**src/rtl/exception_ctrl_unit_pkg.sv**
```systemverilog
// -----------------------------------------------------------------------------
// exception_ctrl_unit_pkg
// Shared definitions for the exception control unit:
//   - cause codes reported on the cause output
//   - FSM state encoding
//   - table of legal opcodes (24 ISA opcodes plus hlt)
//   - default handler entry address
// -----------------------------------------------------------------------------
package exception_ctrl_unit_pkg;

    // Cause codes, oldest pipeline stage has the highest code
    localparam logic [1:0] CAUSE_NONE     = 2'd0;
    localparam logic [1:0] CAUSE_ILLEGAL  = 2'd1;  // illegal opcode in ID
    localparam logic [1:0] CAUSE_OVERFLOW = 2'd2;  // signed overflow in EX
    localparam logic [1:0] CAUSE_MISALIGN = 2'd3;  // misaligned lw/sw in MEM

    typedef enum logic [1:0] {
        ST_IDLE     = 2'd0,
        ST_FLUSH    = 2'd1,
        ST_REDIRECT = 2'd2,
        ST_HANDLER  = 2'd3
    } state_e;

    // Legal ISA opcodes: three groups of eight
    localparam int         NUM_LEGAL_OPC = 24;
    localparam logic [6:0] LEGAL_OPC [NUM_LEGAL_OPC] = '{
        7'h00, 7'h01, 7'h02, 7'h03, 7'h04, 7'h05, 7'h06, 7'h07,
        7'h20, 7'h21, 7'h22, 7'h23, 7'h24, 7'h25, 7'h26, 7'h27,
        7'h30, 7'h31, 7'h32, 7'h33, 7'h34, 7'h35, 7'h36, 7'h37
    };
    localparam logic [6:0] OPC_HLT = 7'h7F;

    localparam logic [31:0] HANDLER_ADDR_DFLT = 32'h0000_0100;

endpackage

```
**src/rtl/exception_ctrl_unit_opcode_legal_chk.sv**
```systemverilog
// -----------------------------------------------------------------------------
// opcode_legal_chk
// Combinational lookup: is the opcode a member of the legal-opcode table?
// Ports:
//   opcode_i  in  OPC_W  opcode to classify
//   legal_o   out 1      1 = opcode is in the table (or is hlt)
// -----------------------------------------------------------------------------
module opcode_legal_chk
    import exception_ctrl_unit_pkg::*;
#(
    parameter int OPC_W = 7
) (
    input  logic [OPC_W-1:0] opcode_i,
    output logic             legal_o
);

    always_comb begin
        legal_o = (opcode_i == OPC_W'(OPC_HLT));
        for (int i = 0; i < NUM_LEGAL_OPC; i++) begin
            if (opcode_i == OPC_W'(LEGAL_OPC[i])) begin
                legal_o = 1'b1;
            end
        end
    end

endmodule

```
**src/rtl/exception_ctrl_unit.sv**
```systemverilog
// -----------------------------------------------------------------------------
// exception_ctrl_unit
// Detects pipeline exceptions (illegal ID opcode, EX overflow, MEM misalign),
// records the faulting PC and cause, flushes the faulting and younger stages,
// redirects fetch to the handler and waits for eret. Exceptions arriving while
// a handler is in progress are counted (saturating) and otherwise ignored.
// State updates on the falling clock edge; rst is asynchronous, active high.
//
// Configuration macro:
//   EXCEP_OVERFLOW_EN  defined   -> EX_ovf raises cause 2
//                      undefined -> EX_ovf is ignored (port still present)
//
// Ports:
//   clk, rst                       clock (negedge active), async reset
//   ID_PC, EX_PC, MEM_PC    in     PC of the instruction in each stage
//   ID_opcode, ID_valid     in     ID opcode and valid (0 = bubble)
//   EX_ovf                  in     qualified signed overflow from EX
//   MEM_misalign            in     qualified misaligned access from MEM
//   eret                    in     handler-return pulse
//   excep_flag              out    exception in progress
//   id_flush/EX_FLUSH/MEM_FLUSH out per-stage flush
//   redirect_valid/redirect_pc out fetch redirect to HANDLER_ADDR
//   epc, cause              out    faulting PC and cause code
//   dropped_cnt             out    exceptions ignored while busy (saturating)
// -----------------------------------------------------------------------------
module exception_ctrl_unit
    import exception_ctrl_unit_pkg::*;
#(
    parameter int              PC_W         = 32,
    parameter int              OPC_W        = 7,
    parameter logic [PC_W-1:0] HANDLER_ADDR = PC_W'(HANDLER_ADDR_DFLT),
    parameter int              CNT_W        = 8
) (
    input  logic             clk,
    input  logic             rst,
    input  logic [PC_W-1:0]  ID_PC,
    input  logic [PC_W-1:0]  EX_PC,
    input  logic [PC_W-1:0]  MEM_PC,
    input  logic [OPC_W-1:0] ID_opcode,
    input  logic             ID_valid,
    input  logic             EX_ovf,
    input  logic             MEM_misalign,
    input  logic             eret,
    output logic             excep_flag,
    output logic             id_flush,
    output logic             EX_FLUSH,
    output logic             MEM_FLUSH,
    output logic             redirect_valid,
    output logic [PC_W-1:0]  redirect_pc,
    output logic [PC_W-1:0]  epc,
    output logic [1:0]       cause,
    output logic [CNT_W-1:0] dropped_cnt
);

    state_e             state_q, state_d;
    logic [PC_W-1:0]    epc_q, epc_d;
    logic [1:0]         cause_q, cause_d;
    logic [CNT_W-1:0]   drop_q, drop_d;

    logic               opc_legal;
    logic               id_exc, ex_exc;
    logic [1:0]         win_cause;
    logic [PC_W-1:0]    win_pc;

    opcode_legal_chk #(.OPC_W(OPC_W)) u_legal_chk (
        .opcode_i (ID_opcode),
        .legal_o  (opc_legal)
    );

    assign id_exc = ID_valid & ~opc_legal;

`ifdef EXCEP_OVERFLOW_EN
    assign ex_exc = EX_ovf;
`else
    // Overflow source disabled; the port is still read so it is not dangling.
    assign ex_exc = EX_ovf & 1'b0;
`endif

    // Oldest stage wins: MEM > EX > ID
    always_comb begin
        win_cause = CAUSE_NONE;
        win_pc    = '0;
        if (MEM_misalign) begin
            win_cause = CAUSE_MISALIGN;
            win_pc    = MEM_PC;
        end else if (ex_exc) begin
            win_cause = CAUSE_OVERFLOW;
            win_pc    = EX_PC;
        end else if (id_exc) begin
            win_cause = CAUSE_ILLEGAL;
            win_pc    = ID_PC;
        end
    end

    always_comb begin
        // NOTE: every signal gets a default before the case so no path leaves
        // one unassigned, which would otherwise infer a latch.
        state_d        = state_q;
        epc_d          = epc_q;
        cause_d        = cause_q;
        drop_d         = drop_q;
        excep_flag     = 1'b0;
        id_flush       = 1'b0;
        EX_FLUSH       = 1'b0;
        MEM_FLUSH      = 1'b0;
        redirect_valid = 1'b0;
        redirect_pc    = '0;

        unique case (state_q)
            ST_IDLE: begin
                if (win_cause != CAUSE_NONE) begin
                    state_d = ST_FLUSH;
                    epc_d   = win_pc;
                    cause_d = win_cause;
                end
            end
            ST_FLUSH: begin
                excep_flag = 1'b1;
                // Faulting stage and every younger stage are flushed
                id_flush   = 1'b1;
                EX_FLUSH   = (cause_q == CAUSE_OVERFLOW) || (cause_q == CAUSE_MISALIGN);
                MEM_FLUSH  = (cause_q == CAUSE_MISALIGN);
                state_d    = ST_REDIRECT;
            end
            ST_REDIRECT: begin
                excep_flag     = 1'b1;
                redirect_valid = 1'b1;
                redirect_pc    = HANDLER_ADDR;
                state_d        = ST_HANDLER;
            end
            ST_HANDLER: begin
                excep_flag = 1'b1;
                if (eret) begin
                    state_d = ST_IDLE;
                end
            end
            default: state_d = ST_IDLE;
        endcase

        // Any exception seen while busy is dropped, including one that
        // coincides with eret.
        if ((state_q != ST_IDLE) && (win_cause != CAUSE_NONE) && (drop_q != {CNT_W{1'b1}})) begin
            drop_d = drop_q + CNT_W'(1);
        end
    end

    always_ff @(negedge clk or posedge rst) begin
        if (rst) begin
            state_q <= ST_IDLE;
            epc_q   <= '0;
            cause_q <= CAUSE_NONE;
            drop_q  <= '0;
        end else begin
            // NOTE: non-blocking assignments so every register samples the
            // pre-edge values, independent of statement order.
            state_q <= state_d;
            epc_q   <= epc_d;
            cause_q <= cause_d;
            drop_q  <= drop_d;
        end
    end

    assign epc         = epc_q;
    assign cause       = cause_q;
    assign dropped_cnt = drop_q;

endmodule
```
**config.mk**
```make
export PLATFORM = sky130hd
export DESIGN_NAME = exception_ctrl_unit
export DESIGN_NICKNAME = d
export VERILOG_FILES = /design/src/rtl/exception_ctrl_unit_pkg.sv /design/src/rtl/exception_ctrl_unit_opcode_legal_chk.sv /design/src/rtl/exception_ctrl_unit.sv
export SDC_FILE = /design/constraint.sdc
export NUM_CORES = 1
export LEC_CHECK = 0
export ABC_CLOCK_PERIOD_IN_PS = 4500
export BUFFER_PORTS_ARGS = -buffer_cell sky130_fd_sc_hd__buf_2
export CORE_MARGIN = 2
export CORE_UTILIZATION = 39
export DETAILED_ROUTE_END_ITERATION = 7
export HOLD_SLACK_MARGIN = 0.1
export PLACE_DENSITY = 0.82
export SLEW_MARGIN = 20
export SYNTH_ARGS = -nofsm -noshare
export SYNTH_HDL_FRONTEND = slang
export SYNTH_HIERARCHICAL = 1
export SYNTH_SLANG_ARGS = --single-unit
```
**constraint.sdc**
```tcl
create_clock -name clk -period 4.5 [get_ports clk]
set_clock_uncertainty 0.1 [all_clocks]
set_input_delay 0.9 -clock clk [delete_from_list [all_inputs] [get_ports clk]]
set_output_delay 0.9 -clock clk [all_outputs]
set_load 0.005 [all_outputs]
```
# == Yosys cells after proc, flatten, opt, wreduce, memory -nomap -nowiden ==
# Cells that the tools add are included.
# Widths: inputs -> output; s select.
# totals
wordCells,86
out_inout_bits,79
register_bits,44
input_bits,109
# classes
eq_ne,32
reduce_logical,10
mux,37
bitwise,2
addsub,1
# ops
op,count
$eq 7x6->1 const B,16
$mux 32,2
$mux 1,30
$eq 7x3->1 const B,4
$eq 7x2->1 const B,2
$mux 9,1
$add 8x1->8 const B,1
$eq 2x2->1 const B,4
$ne 8x8->1 const B,1
$pmux 2 s4,1
$eq 7x1->1 const B,1
$eq 7x7->1 const B,1
$logic_not 7->1,1
$mux 2,3
$ne 2x2->1 const B,2
$reduce_and 2->1,2
$reduce_bool 2->1,2
$reduce_or 3->1,1
$eq 2x1->1 const B,1
$logic_and 1x1->1,2
$logic_not 2->1,1
$and 1x1->1,1
$logic_or 1x1->1,1
$not 1->1,1

# == Depth between registers and ports, before layout ==
# depth
depth_word,32
mapped_depth,8

# == By module ==
# The synthesis kept the hierarchy.
# by_module_without_submodules
mod,area_per_inst_um2,seq_area_each_um2,instances,cells_each
exception_ctrl_unit,2333.5,1101.1,1,208
opcode_legal_chk,33.8,0.0,1,4

==> run_results.csv <==
group,metric,value,unit
status,status,"finished, final reports clean",
hold_path,hold_depth,1,
clock_tree,clkTransAtPathRegs,50,ps
synthesis,seq_area_frac_synth,46.5,%
die,start_util,40.2,%
drt,routed_wl,5.96,mm
drt,antenna_left,0,
drt,drt-pass1-iter-count,7,
worst_setup_path,r2r_slack,2230,ps
power,max-vdd-ir-drop,0.000307,V
placed_design,portBuffers,123,
placed_design,placed_cell_area,2980,um^2
worst_setup_path,critPathMaxStageDelay,430,ps
synthesis,syn_avg_cell_area,11.2,um^2
worst_setup_path,crit_path_end_kind,"primary output",
power,internal-power,1.29,mW
finish,drive_gt1_share,47.8,%
worst_setup_path,crit_chain,"inv_2 -> ha_4 -> and3_4 -> buf_6",
finish,multiInputGateArea,1080,um^2
finish,design_area,3180,um^2
timing,tightest_slew,645,ps
power,p_per_area,609,nW/um^2
placed_design,dpl.hpwl,4.34,mm
worst_setup_path,rr_startpoint,"state_q[1]$_DFFE_NP0P_",
timing,finalSetupViolCount,0,
global_routing,grt_pass1_wl,8.74,mm
worst_setup_path,required,3500,ps
die,fp.dieH,81.9,um
power,p_leak,1.75,nW
die,io_pins,188,
drt,drt-initial-drc-count,143,
clock_tree,cts_root_buf,"clkbuf_8",
global_routing,grt_max_degree,40,
flow_run,maxCapViolations,0,
worst_setup_path,worstPathMaxFanout,3,
hold_path,hp-class,"reg2reg",
finish,final_cell_mix,"122 x buf_2, 44 x dfrtn_1, 32 x and3_1, 32 x a221o_1, 31 x conb_1",
drt,vias_per_cell,5.12,
finish,nNetsFinal,452,
power,switching_power,0.648,mW
synthesis,synthCells,212,
worst_setup_path,setup.worst_path.start_class,"register",
die,coreArea,5890,um^2
clock_tree,clock_latency,290,ps
timing,hold_ws,343,ps
power,comb_power_share,44.3,%
global_routing,grt_overflow,0,
worst_setup_path,crit_slowest_cell,"dfrtn_1",
die,die_w,81.9,um
finish,fill_cells,541,
finish,antenna_cells,0,
power,sequentialPowerShare,37.7,%
hold_path,min_to,"cause[0]$_DFFE_NP0P_",
clock_tree,cts_max_level,2,
worst_setup_path,reg2regPathDepth,6,
die,dieArea,6710,um^2
finish,seqCellArea,1100,um^2
drt,drc_errors,0,
timing,rsz0062_at_grt,"true",
synthesis,syn-cell-area,2370,um^2
synthesis,synth.distinct_cells,36,
hold_path,hp-start,"cause[0]$_DFFE_NP0P_",
synthesis,synth_top_area_share,46.5,%
timing,slew_violations,0,
global_routing,grt_util_all_layers,16.9,%
timing,finalHoldViolations,0,
synthesis,synth.area.top_cells,"dfrtn_1 47%, a221o_1 14%, buf_4 10%",
timing,max_slew_margin,57.0,%
synthesis,ys_warn_count,6,
clock_tree,clock_path_buffers,2,
worst_setup_path,cp.arrival,3480,ps
synthesis,yosysTopAreaCell,"dfrtn_1",
finish,final_common_cell,"buf_2",
global_routing,grt_pass1_vias,1816,
power,switching_share,33.4,%
placed_design,gp_congestion,0.831,
drt,wl_per_cell,14.5,um
worst_setup_path,path_class,"reg2out",
worst_setup_path,timing.rr.end,"epc[2]$_DFFE_NP0P_",
die,rows,28,
clock_tree,cts_tree,"yes",
synthesis,synth_seq_cells,44,
finish,area_delta_synth_final,34.4,%
clock_tree,cts-buffers-inserted,5,
global_routing,antenna_found_initial,0,
drt,vias,2108,
clock_tree,clkSinkCount,44,
power,power_frac_clock,18.0,%
[repair_timing]
item / CTS / global route
buffers inserted: 3 / 2
pin swaps: 0 / 1
resized for setup: 2 / 8
setup endpoints to repair: 2 / 6
hold buffers: 0 / 0
[worst max-delay path: cells and delay by family (launching register included)]
kind / cells / cell delay [ps]
adder cells (fa/ha/maj): 1 / 160
flip-flops: 1 / 430
buffers and inverters: 2 / 180
AND/OR/NAND/NOR: 1 / 170
[kinds of logic (layout without fill, tap and decap cells)]
family          count (synthesis)  count (layout)  synth area share [%]
flops                          44              44                  46.5
simple gates                   57              57                  14.7
fa+ha+maj                       6               6                  3.17
xor+xnor                        2               2                 0.740
buf+inv                        51             146                  14.4
other cells                     1              31                 0.158
mux                             4               4                  1.90
compound gates                 47              47                  18.3
[registers in the layout, summed over array words and instances (netlist names)]
| signal | count |
|---|---|
| state_q | 2 |
| epc | 32 |
| cause | 2 |
| dropped_cnt | 8 |
[metrics by stage]
stage	util (%)	instances	power [mW]	TNS, ps	setup slack [ps]
floorplan	-	242	1.22	0	7.53
global placement	50.6	400	1.50	-5310	-188
detailed placement	50.6	400	1.54	-6180	-229
CTS	53.2	410	1.91	0	14.1
global route	54.1	412	2.08	-91.1	-38.5
finish	54.1	412	1.94	0	16.8
[power groups by stage]
stage | Clock [mW] | Combinational [mW] | Sequential (mW)
after detailed placement | 0 | 0.809 | 0.728
after global placement | 0 | 0.784 | 0.721
final | 0.349 | 0.859 | 0.730
after CTS | 0.357 | 0.833 | 0.725
after global routing | 0.377 | 0.952 | 0.753
after floorplan | 0 | 0.483 | 0.733
[cell type report]
cell class | count | area share [%]
Sequential cell | 44 | 34.6
Multi-Input combinational cell | 147 | 34.0
Clock inverter | 2 | 1.89
Inverter | 5 | 0.590
Tap cell | 75 | 2.95
Timing Repair Buffer | 134 | 23.8
Clock buffer | 5 | 2.16
[synth_stat cells (all sizes together)]
library cell / number
a211oi: 1
a21bo: 1
a21boi: 1
a21o: 1
a21oi: 3
a221o: 32
a31oi: 2
a41oi: 1
and2: 1
and3: 33
and4: 1
and4bb: 1
buf: 39
clkbuf: 7
conb: 1
dfrtn: 44
ha: 6
inv: 5
mux2: 4
nand2: 6
nand2b: 3
nand3: 3
nand4: 4
nor2: 1
nor2b: 2
nor3: 1
nor3b: 1
o21ai: 3
o32a: 1
o32ai: 1
xnor2: 2
[how the worst max path moves through the flow]
stage | slack (ps) | start | endpoint
after floorplan | 8 | ID_opcode[4] | epc[0]$_DFFE_NP0P_
after global placement | -190 | ID_opcode[4] | dropped_cnt[1]$_DFFE_NP0P_
after detailed placement | -230 | ID_opcode[4] | dropped_cnt[6]$_DFFE_NP0P_
after CTS | 10 | state_q[1]$_DFFE_NP0P_ | MEM_FLUSH
after global routing | -40 | state_q[1]$_DFFE_NP0P_ | EX_FLUSH
final | 20 | state_q[1]$_DFFE_NP0P_ | MEM_FLUSH
[per-layer routing]
layer	up-vias	routed length, um	global-route usage [%]
met5	-	0	0
li1	989	-	-
met3	9	399	3.30
met4	0	51	5.00
met1	1019	2360	20.0
met2	91	3150	31.0
Power figures use the tool's default switching activity.
